File: src/rtl/out_stream_ctrl_if.sv
// Handshake bundle between out_stream_ctrl, its upstream output FIFO and the host byte port.
// master: the controller side; slave: the FIFO/host environment side.
interface out_stream_ctrl_if;
  logic       START_DRAIN;
  logic [7:0] FRAME_LEN;
  logic       FIFO_EMPTY;
  logic [7:0] FIFO_DATA;
  logic       FIFO_RD_EN;
  logic [7:0] TX_DATA;
  logic       TX_VALID;
  logic       TX_READY;
  logic       TX_LAST;
  logic       BUSY;
  logic       DONE;
  logic       ERR_UNDERFLOW;

  modport master (
    input  START_DRAIN, FRAME_LEN, FIFO_EMPTY, FIFO_DATA, TX_READY,
    output FIFO_RD_EN, TX_DATA, TX_VALID, TX_LAST, BUSY, DONE, ERR_UNDERFLOW
  );

  modport slave (
    output START_DRAIN, FRAME_LEN, FIFO_EMPTY, FIFO_DATA, TX_READY,
    input  FIFO_RD_EN, TX_DATA, TX_VALID, TX_LAST, BUSY, DONE, ERR_UNDERFLOW
  );
endinterface

File: src/rtl/out_stream_ctrl.sv
// out_stream_ctrl: drains FRAME_LEN bytes from an output FIFO onto a valid/ready host port.
// Define OUT_STREAM_CHECKSUM_EN to append an XOR checksum byte after the payload.
module out_stream_ctrl (
  input  logic              CLKEXT,
  input  logic              RST_GLO,
  out_stream_ctrl_if.master bus
);

  typedef enum logic [2:0] {
    ST_IDLE,
    ST_FETCH,
    ST_WAIT,
    ST_SEND,
`ifdef OUT_STREAM_CHECKSUM_EN
    ST_CSUM,
`endif
    ST_FINISH
  } state_t;

  state_t     r_state, w_state_nxt;
  logic [7:0] r_len, w_len_nxt;
  logic [7:0] r_byte_cnt, w_byte_cnt_nxt;
  logic [7:0] r_stall_cnt, w_stall_cnt_nxt;
  logic [7:0] r_tx_data, w_tx_data_nxt;
  logic       r_tx_valid, w_tx_valid_nxt;
  logic       r_tx_last, w_tx_last_nxt;
  logic       r_err, w_err_nxt;
`ifdef OUT_STREAM_CHECKSUM_EN
  logic [7:0] r_csum, w_csum_nxt;
`endif

  logic [7:0] w_cnt_inc;
  logic [7:0] w_stall_inc;
  logic       w_hs;
  logic       w_fifo_rd_en;

  assign w_cnt_inc   = r_byte_cnt + 8'd1;
  assign w_stall_inc = r_stall_cnt + 8'd1;
  assign w_hs        = r_tx_valid && bus.TX_READY;

  always_ff @(posedge CLKEXT) begin
    if (RST_GLO) begin
      r_state     <= ST_IDLE;
      r_len       <= '0;
      r_byte_cnt  <= '0;
      r_stall_cnt <= '0;
      r_tx_data   <= '0;
      r_tx_valid  <= 1'b0;
      r_tx_last   <= 1'b0;
      r_err       <= 1'b0;
`ifdef OUT_STREAM_CHECKSUM_EN
      r_csum      <= '0;
`endif
    end else begin
      r_state     <= w_state_nxt;
      r_len       <= w_len_nxt;
      r_byte_cnt  <= w_byte_cnt_nxt;
      r_stall_cnt <= w_stall_cnt_nxt;
      r_tx_data   <= w_tx_data_nxt;
      r_tx_valid  <= w_tx_valid_nxt;
      r_tx_last   <= w_tx_last_nxt;
      r_err       <= w_err_nxt;
`ifdef OUT_STREAM_CHECKSUM_EN
      r_csum      <= w_csum_nxt;
`endif
    end
  end

  always_comb begin
    w_state_nxt     = r_state;
    w_len_nxt       = r_len;
    w_byte_cnt_nxt  = r_byte_cnt;
    w_stall_cnt_nxt = r_stall_cnt;
    w_tx_data_nxt   = r_tx_data;
    w_tx_valid_nxt  = r_tx_valid;
    w_tx_last_nxt   = r_tx_last;
    w_err_nxt       = r_err;
    w_fifo_rd_en    = 1'b0;
`ifdef OUT_STREAM_CHECKSUM_EN
    w_csum_nxt      = r_csum;
`endif

    case (r_state)
      ST_IDLE: begin
        if (bus.START_DRAIN) begin
          w_err_nxt = 1'b0;
          if (bus.FRAME_LEN != 8'd0) begin
            w_len_nxt       = bus.FRAME_LEN;
            w_byte_cnt_nxt  = '0;
            w_stall_cnt_nxt = '0;
`ifdef OUT_STREAM_CHECKSUM_EN
            w_csum_nxt      = '0;
`endif
            w_state_nxt     = ST_FETCH;
          end else begin
            w_state_nxt = ST_FINISH;
          end
        end
      end

      ST_FETCH: begin
        if (!bus.FIFO_EMPTY) begin
          w_fifo_rd_en = 1'b1;
          w_state_nxt  = ST_WAIT;
        end else begin
          w_stall_cnt_nxt = w_stall_inc;
          if (w_stall_inc == 8'hFF) begin
            w_err_nxt   = 1'b1;
            w_state_nxt = ST_FINISH;
          end
        end
      end

      ST_WAIT: begin
        w_tx_data_nxt  = bus.FIFO_DATA;
        w_tx_valid_nxt = 1'b1;
`ifdef OUT_STREAM_CHECKSUM_EN
        w_tx_last_nxt  = 1'b0;
`else
        w_tx_last_nxt  = (w_cnt_inc == r_len);
`endif
        w_state_nxt    = ST_SEND;
      end

      ST_SEND: begin
        if (w_hs) begin
          w_byte_cnt_nxt = w_cnt_inc;
          w_tx_valid_nxt = 1'b0;
          w_tx_last_nxt  = 1'b0;
          if (w_cnt_inc == r_len) begin
`ifdef OUT_STREAM_CHECKSUM_EN
            // Checksum byte is loaded on the same edge so CSUM presents it immediately.
            w_csum_nxt     = r_csum ^ r_tx_data;
            w_tx_data_nxt  = r_csum ^ r_tx_data;
            w_tx_valid_nxt = 1'b1;
            w_tx_last_nxt  = 1'b1;
            w_state_nxt    = ST_CSUM;
`else
            w_state_nxt    = ST_FINISH;
`endif
          end else begin
`ifdef OUT_STREAM_CHECKSUM_EN
            w_csum_nxt      = r_csum ^ r_tx_data;
`endif
            w_stall_cnt_nxt = '0;
            w_state_nxt     = ST_FETCH;
          end
        end
      end

`ifdef OUT_STREAM_CHECKSUM_EN
      ST_CSUM: begin
        if (w_hs) begin
          w_tx_valid_nxt = 1'b0;
          w_tx_last_nxt  = 1'b0;
          w_state_nxt    = ST_FINISH;
        end
      end
`endif

      ST_FINISH: begin
        w_state_nxt = ST_IDLE;
      end

      default: begin
        w_state_nxt = ST_IDLE;
      end
    endcase
  end

  // A read strobe during reset would pop a byte that the aborted frame never consumes.
  assign bus.FIFO_RD_EN    = w_fifo_rd_en && !RST_GLO;
  assign bus.TX_DATA       = r_tx_data;
  assign bus.TX_VALID      = r_tx_valid;
  assign bus.TX_LAST       = r_tx_last;
  assign bus.BUSY          = (r_state != ST_IDLE);
  assign bus.DONE          = (r_state == ST_FINISH);
  assign bus.ERR_UNDERFLOW = r_err;

endmodule

File: src/flat_wrapper.sv
// flat-port wrapper written by rule: the top's interface ports become plain ports
module out_stream_ctrl_flat 
  (CLKEXT, RST_GLO, bus_START_DRAIN, bus_FRAME_LEN, bus_FIFO_EMPTY, bus_FIFO_DATA, bus_TX_READY, bus_FIFO_RD_EN, bus_TX_DATA, bus_TX_VALID, bus_TX_LAST, bus_BUSY, bus_DONE, bus_ERR_UNDERFLOW);
  out_stream_ctrl_if bus_i ();
  input  logic CLKEXT;
  input  logic RST_GLO;
  input wire logic [$bits(bus_i.START_DRAIN)-1:0] bus_START_DRAIN;
  input wire logic [$bits(bus_i.FRAME_LEN)-1:0] bus_FRAME_LEN;
  input wire logic [$bits(bus_i.FIFO_EMPTY)-1:0] bus_FIFO_EMPTY;
  input wire logic [$bits(bus_i.FIFO_DATA)-1:0] bus_FIFO_DATA;
  input wire logic [$bits(bus_i.TX_READY)-1:0] bus_TX_READY;
  output wire logic [$bits(bus_i.FIFO_RD_EN)-1:0] bus_FIFO_RD_EN;
  output wire logic [$bits(bus_i.TX_DATA)-1:0] bus_TX_DATA;
  output wire logic [$bits(bus_i.TX_VALID)-1:0] bus_TX_VALID;
  output wire logic [$bits(bus_i.TX_LAST)-1:0] bus_TX_LAST;
  output wire logic [$bits(bus_i.BUSY)-1:0] bus_BUSY;
  output wire logic [$bits(bus_i.DONE)-1:0] bus_DONE;
  output wire logic [$bits(bus_i.ERR_UNDERFLOW)-1:0] bus_ERR_UNDERFLOW;
  assign bus_i.START_DRAIN = bus_START_DRAIN;
  assign bus_i.FRAME_LEN = bus_FRAME_LEN;
  assign bus_i.FIFO_EMPTY = bus_FIFO_EMPTY;
  assign bus_i.FIFO_DATA = bus_FIFO_DATA;
  assign bus_i.TX_READY = bus_TX_READY;
  assign bus_FIFO_RD_EN = bus_i.FIFO_RD_EN;
  assign bus_TX_DATA = bus_i.TX_DATA;
  assign bus_TX_VALID = bus_i.TX_VALID;
  assign bus_TX_LAST = bus_i.TX_LAST;
  assign bus_BUSY = bus_i.BUSY;
  assign bus_DONE = bus_i.DONE;
  assign bus_ERR_UNDERFLOW = bus_i.ERR_UNDERFLOW;
  out_stream_ctrl u_core (.CLKEXT(CLKEXT), .RST_GLO(RST_GLO), .bus(bus_i));
endmodule
File: config.mk
export PLATFORM = sky130hd
export DESIGN_NAME = out_stream_ctrl_flat
export DESIGN_NICKNAME = d
export VERILOG_FILES = /design/src/rtl/out_stream_ctrl_if.sv /design/src/rtl/out_stream_ctrl.sv /design/src/flat_wrapper.sv
export SDC_FILE = /design/constraint.sdc
export NUM_CORES = 1
export LEC_CHECK = 0
export CORE_ASPECT_RATIO = 0.7
export CORE_MARGIN = 4
export CORE_UTILIZATION = 48
export DETAILED_ROUTE_END_ITERATION = 10
export PLACE_DENSITY = 0.76
export SLEW_MARGIN = 20
export SYNTH_ARGS = -nofsm -noshare
export SYNTH_HDL_FRONTEND = slang
export SYNTH_SLANG_ARGS = --single-unit
File: constraint.sdc
create_clock -name CLKEXT -period 2.3 [get_ports CLKEXT]
set_clock_uncertainty 0.2 [all_clocks]
set_input_delay 0.345 -clock CLKEXT [delete_from_list [all_inputs] [get_ports CLKEXT]]
set_output_delay 0.345 -clock CLKEXT [all_outputs]
set_load 0.1 [all_outputs]
---- Yosys cells after proc, flatten, opt, wreduce, memory -nomap -nowiden ----
Cells that the tools add are included.
operators by class
  add/sub/neg operators ................... 2
  equality and inequality tests ........... 13
  mux-type cells .......................... 24
  reduce and logical (&&, ||, !) cells .... 16
operators by type and width
  kind                 count
  $mux 8               6
  $pmux 8 s3           1
  $mux 3               6
  $add 8x1->8 const B  2
  $pmux 8 s2           1
  $pmux 3 s4           1
  $eq 8x8->1           1
  $eq 8x8->1 const B   1
  $reduce_and 4->1     2
  $reduce_bool 8->1    1
  $eq 3x2->1 const B   2
  $mux 1               6
  $ne 2x1->1 const B   3
  $ne 2x2->1 const B   3
  $pmux 1 s2           3
  $reduce_and 3->1     2
  $reduce_and 6->1     1
  $reduce_bool 2->1    3
  $reduce_bool 3->1    2
  $eq 3x1->1 const B   1
  $eq 3x3->1 const B   1
  $logic_not 3->1      1
  $ne 3x2->1 const B   1
  $logic_and 1x1->1    2
  2 further kinds      2
word-level totals
  register bits ........................... 38
  bits of input ports ..................... 21
  output and inout bits ................... 14
  word-level logic and storage cells ...... 63

---- Logic depth before layout (Yosys ltp) ----
Gate-level depths: netlist of run 1.
  depth in word-level cells ............... 5
  depth in mapped cells ................... 8
  mapped depth without buffers ............ 7

---- Worst setup path before layout of run 1 ----
OpenSTA, ideal clock, no wires.
  kind .................................... reg-to-output
  start ................................... reg u_core.r_state[0]
  end ..................................... out bus_FIFO_RD_EN
  arrival ................................. 3.065 ns
  data required time ...................... 1.755 ns
  path slack .............................. -1.310 ns
  stages on the path, launching flop included .. 5
  path buffers ............................ 1
  cells stage by stage .................... dfxtp_1 clkbuf_1 inv_1 or3_1 nor3_1
on the way
  longest elaborated chain between the ends .. 3
ends and longest elaborated chain
  item                    line                    text
  from (decl)             out_stream_ctrl.sv:20   state_t r_state, w_state_nxt;
  from (signal assigned)  out_stream_ctrl.sv:55   r_state <= w_state_nxt;
  $eq 3x1->1              out_stream_ctrl.sv:83   case (r_state)
  $mux 1                  out_stream_ctrl.sv:83
  $logic_and 1x1->1       out_stream_ctrl.sv:172  assign bus.FIFO_RD_EN = w_fifo_rd_en && !RST_GLO;
  to (decl)               flat_wrapper.sv:12      output wire logic [$bits(bus_i.FIFO_RD_EN)-1:0] bus_FIFO_RD_EN;
Every way passes these cells.

---- Worst setup path after layout of run 1 ----
  start ................................... reg u_core.r_byte_cnt[4]
  end ..................................... reg u_core.r_stall_cnt[4]
on the way
  longest elaborated chain between the ends .. 4
ends and longest elaborated chain
  item                        line                    text
  from (decl)                 out_stream_ctrl.sv:22   logic [7:0] r_byte_cnt, w_byte_cnt_nxt;
  from (signal assigned)      out_stream_ctrl.sv:57   r_byte_cnt <= w_byte_cnt_nxt;
  $add 8x1->8                 out_stream_ctrl.sv:37   assign w_cnt_inc = r_byte_cnt + 8'd1;
  $eq 8x8->1                  out_stream_ctrl.sv:130  if (w_cnt_inc == r_len) begin
  $ne 2x2->1 (no line)        -
  $reduce_and 6->1 (no line)  -
  to (signal assigned)        out_stream_ctrl.sv:58   r_stall_cnt <= w_stall_cnt_nxt;
  to (decl)                   out_stream_ctrl.sv:23   logic [7:0] r_stall_cnt, w_stall_cnt_nxt;
Every way passes these cells.
A chain may end at the register's enable or synchronous reset.

==> flow_summary.yaml, run 1 <==
clock_tree:
  numCtsBuffers: 5
  ctsHoldBuffers: 0
  clk_pin_slew_ns: 0.08
  cts_tree: "done"
  clk_path_buf_depth: 2
  post-cts-setup-buffers: 0
  cts.sinks: 38
  htreeDepth: 2
  cts_root_buf: "clkbuf_8"
  insertion_delay_ns: 0.29
timing:
  worst_slew_pin_slew_ns: 0.4464
  fin_ws_ns: 0.07851
  hold_viol: 0
  fmax_mhz: 450.1
  final_max_slew_viol_count: 0
  slew_headroom_pct: 70.24
  post-route-period-util_pct: 96.59
  period_needed_ns: 2.221
  setup_viol: 0
detailed_routing:
  dr.pass1.iters: 5
  wl_per_cell_um: 15.02
  drc: 0
  num_vias: 2116
  drtIter0Drc: 258
  via_per_inst: 5.719
  ant_nets: 0
  wl_um: 5556
power:
  leakage_nw: 1.125
  max-vdd-ir-drop_mv: 0.5830
  p_per_area_nw_per_um2: 707.1
layout:
  antenna_cells: 0
  finish.utilization_pct: 71.25
  area_delta_synth_final_pct: 38.04
  drive_gt1_share_pct: 23.58
  final_cells: 370
  nets: 341
setup_path:
  cp_max_fo: 4
  timing.rr.start: "u_core.r_byte_cnt[4]"
  rrSetupSlack_ns: 0.08
  path_class: "reg -> reg"
  critPathLaunchType: "flip-flop"
  cp-end-kind: "flip-flop"
  arrival_ns: 2.22
  cp.required_ns: 2.30
  r2r_end: "u_core.r_stall_cnt[4]"
  r2r_cells: 7
synthesis:
  syn_area_um2: 2098
  ys_types: 47
  synth-seq-area-share_pct: 36.26
  avgSynthCellArea_um2: 8.101
  ys_seq_elements: 38
  synth_edf_count: 0
  yosys_warnings: 0
  synth_top_flop_cell: "dfxtp_1"
  synthArstFlopShare_pct: 0
  synth_fp_nets: 283
  synth_cells: 259
die:
  rows: 19
  core_area_um2: 4065
  die_h_um: 63.32
  die_area_um2: 5510
  ios: 35
  initial_core_util_pct: 51.62
  die_w_um: 87.03
global_routing:
  track_usage_pct: 20.71
  grt_pass1_wl_um: 9108
  grt_max_degree: 39
  grt-ovfl-total: 0
  grt_pass1_vias: 1900
  antenna_found_initial: 0
placed_design:
  port_buffers: 34
  place_hpwl_um: 4156
  gp_congestion: 0.8918
  pre_cts_slack_ns: -0.1746
  dp.cells: 362
hold_path:
  hold_start: "u_core.bus.ERR_UNDERFLOW"
  hold_end: "u_core.bus.ERR_UNDERFLOW"
  whs_path_depth: 2
  hp-class: "reg -> reg"
flow_run:
  drv_cap: 0
status:
  status: "complete, no violations"
==> critical path: stages (launching register included) <==
cell and delay (ns):
dfxtp_1 0.38, and3_4 0.22, a31oi_1 0.11, or4_4 0.51, a31oi_4 0.29, buf_4 0.16, a21oi_1 0.05, nor3_1 0.21
==> through the flow <==
stage | cell area (um^2) | hold WS, ns | TNS (ns) | total power (W)
2_1_floorplan | 2117 | 0.2573 | -0.08580 | 0.001130
3_3_place_gp | 2701 | 0.2743 | -0.6833 | 0.001335
3_5_place_dp | 2701 | 0.2814 | -1.162 | 0.001341
4_1_cts | 2845 | 0.2917 | 0 | 0.002038
5_1_grt | 2897 | 0.3319 | -0.009867 | 0.002142
6_report | 2897 | 0.2888 | 0 | 0.002048
==> registers in the layout, summed over array words and instances (netlist names) <==
name and flops:
u_core.bus.TX_DATA 8, u_core.r_stall_cnt 8, u_core.bus.TX_LAST 1, u_core.bus.TX_VALID 1, u_core.r_len 8, u_core.r_byte_cnt 8
u_core.bus.ERR_UNDERFLOW 1, u_core.r_state 3
==> metal layers <==
layer  GRT usage (%)  up-vias  wire length, um
met5               0        -                0
met4           5.447        0               50
met3           7.292        7              625
met2           27.37      101             2120
met1           31.17      962             2759
li1                -     1046                -
==> synth_stat cells, types with 3 or more instances <==
library cell,count,area (um^2)
nand2_1,12,45.04
a311oi_1,5,43.79
or3_1,4,25.02
inv_1,10,37.54
nor3_1,8,40.04
xor2_1,6,52.55
nor2b_1,3,18.77
nor4_1,4,25.02
a21oi_1,18,90.09
clkbuf_1,8,30.03
nand3b_1,5,37.54
a211oi_1,5,37.54
o21ai_0,9,45.04
nand4_1,3,18.77
buf_2,5,25.02
nor3b_1,4,30.03
nor2_1,39,146.4
a31oi_1,3,18.77
ha_1,3,37.54
nand3_1,13,65.06
and3_1,4,25.02
dfxtp_1,38,760.7
xnor2_1,6,52.55
mux2i_1,16,160.2
==> report_power, final <==
part / internal (W) / switching, W / total (W)
Sequential: 0.000696 / 0.0000389 / 0.000735
Combinational: 0.000241 / 0.000373 / 0.000613
Clock: 0.000463 / 0.000238 / 0.000700
==> layout by cell type (no fill, tap or decap), types with 2 or more instances in the layout <==
cell             count
buf_4               42
nor2_1              39
dfxtp_1             34
clkdlybuf4s50_1     20
a21oi_1             17
mux2i_1             16
nand2_1             12
nand3_1             12
inv_1               10
o21ai_0              9
nor3_1               7
xor2_1               6
clkbuf_8             6
nand3b_1             5
a211oi_1             5
xnor2_1              5
or3_1                4
and3_1               4
dfxtp_2              4
a31oi_1              3
nor2b_1              3
nand4_1              3
a311oi_1             3
buf_12               3
nor3b_2              2
nor4_2               2
nor4_1               2
o21ai_1              2
nor3b_1              2
a221oi_1             2
o21bai_1             2
nand2b_1             2
o21a_1               2
a311oi_2             2
ha_1                 2
bufinv_16            2
==> cell type report <==
cell class / count / area (um^2)
clock inverters: 2 / 60.06
repair buffers: 65 / 575.6
flip-flops and latches: 38 / 765.7
fillers: 296 / 1169
well taps: 52 / 65.06
clock buffers: 6 / 82.58
inverters: 10 / 37.54
multi-input cells: 197 / 1310
==> worst max path at each step <==
stage | start | end | slack (ns) | cells after the start
after floorplan | u_core.r_state[0] | bus_FIFO_RD_EN | -0.05 | 4
after global placement | bus_FRAME_LEN[1] | u_core.r_stall_cnt[2] | -0.11 | 8
after detailed placement | bus_FRAME_LEN[1] | u_core.r_stall_cnt[6] | -0.17 | 8
after CTS | u_core.r_byte_cnt[0] | u_core.r_stall_cnt[1] | 0.03 | 8
after global routing | u_core.r_stall_cnt[1] | u_core.bus.ERR_UNDERFLOW | -0.01 | 7
final | u_core.r_byte_cnt[4] | u_core.r_stall_cnt[4] | 0.08 | 7
==> cells by family after synthesis <==
logic type,after synthesis,synth area share (%)
AND/OR/NAND/NOR,110,26.71
AO/OA/AOI/OAI,55,17.41
flip-flops,38,36.26
buffers and inverters,24,4.651
multiplexers,17,8.169
XOR/XNOR,12,5.009
adder cells (fa/ha/maj),3,1.789
==> repair_timing <==
item | CTS | global route
pin swaps | 0 | 1
resized for setup | 1 | 11
endpoints found under the setup margin | 1 | 13
cloned | 0 | 0
No activity file was read; power rests on OpenSTA's default activity.
==> inputs of run 2 (changes only) <==
--- a/config.mk
+++ b/config.mk
@@ -10,6 +10,7 @@
 export CORE_UTILIZATION = 48
 export DETAILED_ROUTE_END_ITERATION = 10
 export PLACE_DENSITY = 0.76
+export SKIP_LAST_GASP = 1
 export SLEW_MARGIN = 20
 export SYNTH_ARGS = -nofsm -noshare
 export SYNTH_HDL_FRONTEND = slang
==> results of run 2 <==
No change in the layout: final DEF, timing and power equal those of run 1.
==> inputs of run 3 (changes only) <==
--- a/config.mk
+++ b/config.mk
@@ -9,7 +9,7 @@
 export CORE_MARGIN = 4
 export CORE_UTILIZATION = 48
 export DETAILED_ROUTE_END_ITERATION = 10
-export PLACE_DENSITY = 0.76
+export PLACE_DENSITY = 0.88
 export SKIP_LAST_GASP = 1
 export SLEW_MARGIN = 20
 export SYNTH_ARGS = -nofsm -noshare
==> flow_summary.yaml, run 3 (synthesis gave the netlist of run 1 again) <==
placed_design:
  port_buffers: 34
  place_hpwl_um: 4230
  gp_congestion: 0.9403
timing:
  slew_headroom_pct: 68.02
  post-route-period-util_pct: 98.49
  final_max_slew_viol_count: 0
  whs_ns: 0.2867
  hold_viol: 0
  setup_tns_ns: 0
  fmax_mhz: 441.5
  period_needed_ns: 2.265
  setup_viol: 0
  worst_slew_pin_slew_ns: 0.4797
  rsz0062_at_grt: "yes"
global_routing:
  antenna_found_initial: 0
  grt_pass1_wl_um: 9377
  track_usage_pct: 21.44
  grt_pass1_vias: 1950
  grt-ovfl-total: 0
  grt_max_degree: 26
setup_path:
  startpoint: "u_core.r_byte_cnt[3]"
  r2r_cells: 6
  cp-endpoint: "u_core.r_state[2]"
  timing.rr.start: "u_core.r_byte_cnt[3]"
  critPathLaunchType: "flip-flop"
  cp-end-kind: "flip-flop"
  critPathBufInv: 0
  path_class: "reg -> reg"
  arrival_ns: 2.27
  cp.required_ns: 2.31
  r2r_end: "u_core.r_state[2]"
  cpPeakStageDelay_ns: 0.52
  cp_cell_sequence: "and3_4 > a31oi_1 > or4_4 > a31oi_4 > nand2_2 > a311oi_1"
  cp_max_fo: 7
  slowest_stage: "or4_4"
  cpLargestDelayFamily: "simple AND/OR/NAND/NOR gates"
  rrSetupSlack_ns: 0.03
  crit_cells: 6
layout:
  finish.utilization_pct: 68.91
  area_delta_synth_final_pct: 33.51
  nets: 338
  drive_gt1_share_pct: 22.22
  antenna_cells: 0
  layout_common_cells: "39 x nor2_1, 39 x buf_4, 33 x dfxtp_1, 20 x clkdlybuf4s50_1, 18 x a21oi_1"
clock_tree:
  insertion_delay_ns: 0.30
  cts_root_buf: "clkbuf_8"
  cts.sinks: 38
  htreeDepth: 2
  clk_pin_slew_ns: 0.08
  numCtsBuffers: 5
  cts_tree: "done"
  clk_path_buf_depth: 2
power:
  p_per_area_nw_per_um2: 656.4
  leakage_nw: 1.064
  max-vdd-ir-drop_mv: 0.4671
  total_power_w: 0.001839
detailed_routing:
  drc: 0
  drtIter0Drc: 271
  wl_um: 5730
  wl_per_cell_um: 15.61
  ant_nets: 0
  num_vias: 2136
  via_per_inst: 5.820
  dr.pass1.iters: 4
die:
  initial_core_util_pct: 51.62
  core_area_um2: 4065
  die_w_um: 87.03
  ios: 35
  die_area_um2: 5510
  die_h_um: 63.32
  rows: 19
hold_path:
  hold_start: "u_core.bus.ERR_UNDERFLOW"
  hp-class: "reg -> reg"
flow_run:
  drv_cap: 0
status:
  status: "complete, no violations"
## run 3: layout make-up
| cell class | count | area, um^2 |
|---|---|---|
| clock inverters | 2 | 12.51 |
| flip-flops and latches | 38 | 767.0 |
| repair buffers | 62 | 553.0 |
| well taps | 52 | 65.06 |
| clock buffers | 6 | 82.58 |
| multi-input cells | 197 | 1284 |
| inverters | 10 | 37.54 |
| fillers | 337 | 1264 |
## run 3: worst min path at each step
stage,to,slack (ns),depth (start not counted)
after floorplan,u_core.bus.ERR_UNDERFLOW,0.26,1
after global placement,u_core.bus.ERR_UNDERFLOW,0.27,2
after detailed placement,u_core.bus.ERR_UNDERFLOW,0.27,2
after CTS,u_core.bus.ERR_UNDERFLOW,0.30,2
after global routing,u_core.bus.ERR_UNDERFLOW,0.32,2
final,u_core.bus.ERR_UNDERFLOW,0.29,2
## run 3: where the power goes
| part | leakage (nW) | internal (W) | switching [W] | total [W] |
|---|---|---|---|---|
| sequential | 0.310 | 0.000695 | 0.0000408 | 0.000736 |
| clock | 0.0472 | 0.000241 | 0.000252 | 0.000493 |
| combinational | 0.706 | 0.000242 | 0.000367 | 0.000609 |
| total | 1.06 | 0.00118 | 0.000660 | 0.00184 |
## run 3: worst reg2reg max path: cells and delay by family (launching register included)
family	cells	cell delay, ns
AO/OA/AOI/OAI	3	0.68
flip-flops	1	0.38
AND/OR/NAND/NOR	3	0.91
## run 3: layer usage
layer	share of wire, %	GRT usage, %	vias to the layer above
li1	-	-	1037
met1	48	30.85	992
met5	0	0	-
met2	41	30.30	102
met4	0.99	7.004	0
met3	9.7	6.250	5
## run 3: through the flow
stage | instances | worst slack, ns | area (um^2)
6_report | 367 | 0.03475 | 2801
4_1_cts | 367 | 0.01713 | 2776
3_5_place_dp | 359 | -0.1434 | 2679
3_3_place_gp | 359 | -0.01145 | 2679
5_1_grt | 367 | -0.05044 | 2801
2_1_floorplan | 259 | -0.04621 | 2117
## run 3: timing repair
action | in CTS | in global routing
setup endpoints to repair | 2 | 10
resized for setup | 2 | 7
hold buffers | 0 | 0
pin swaps | 0 | 1
endpoints found under the hold margin | 0 | 0
buffers inserted | 0 | 0
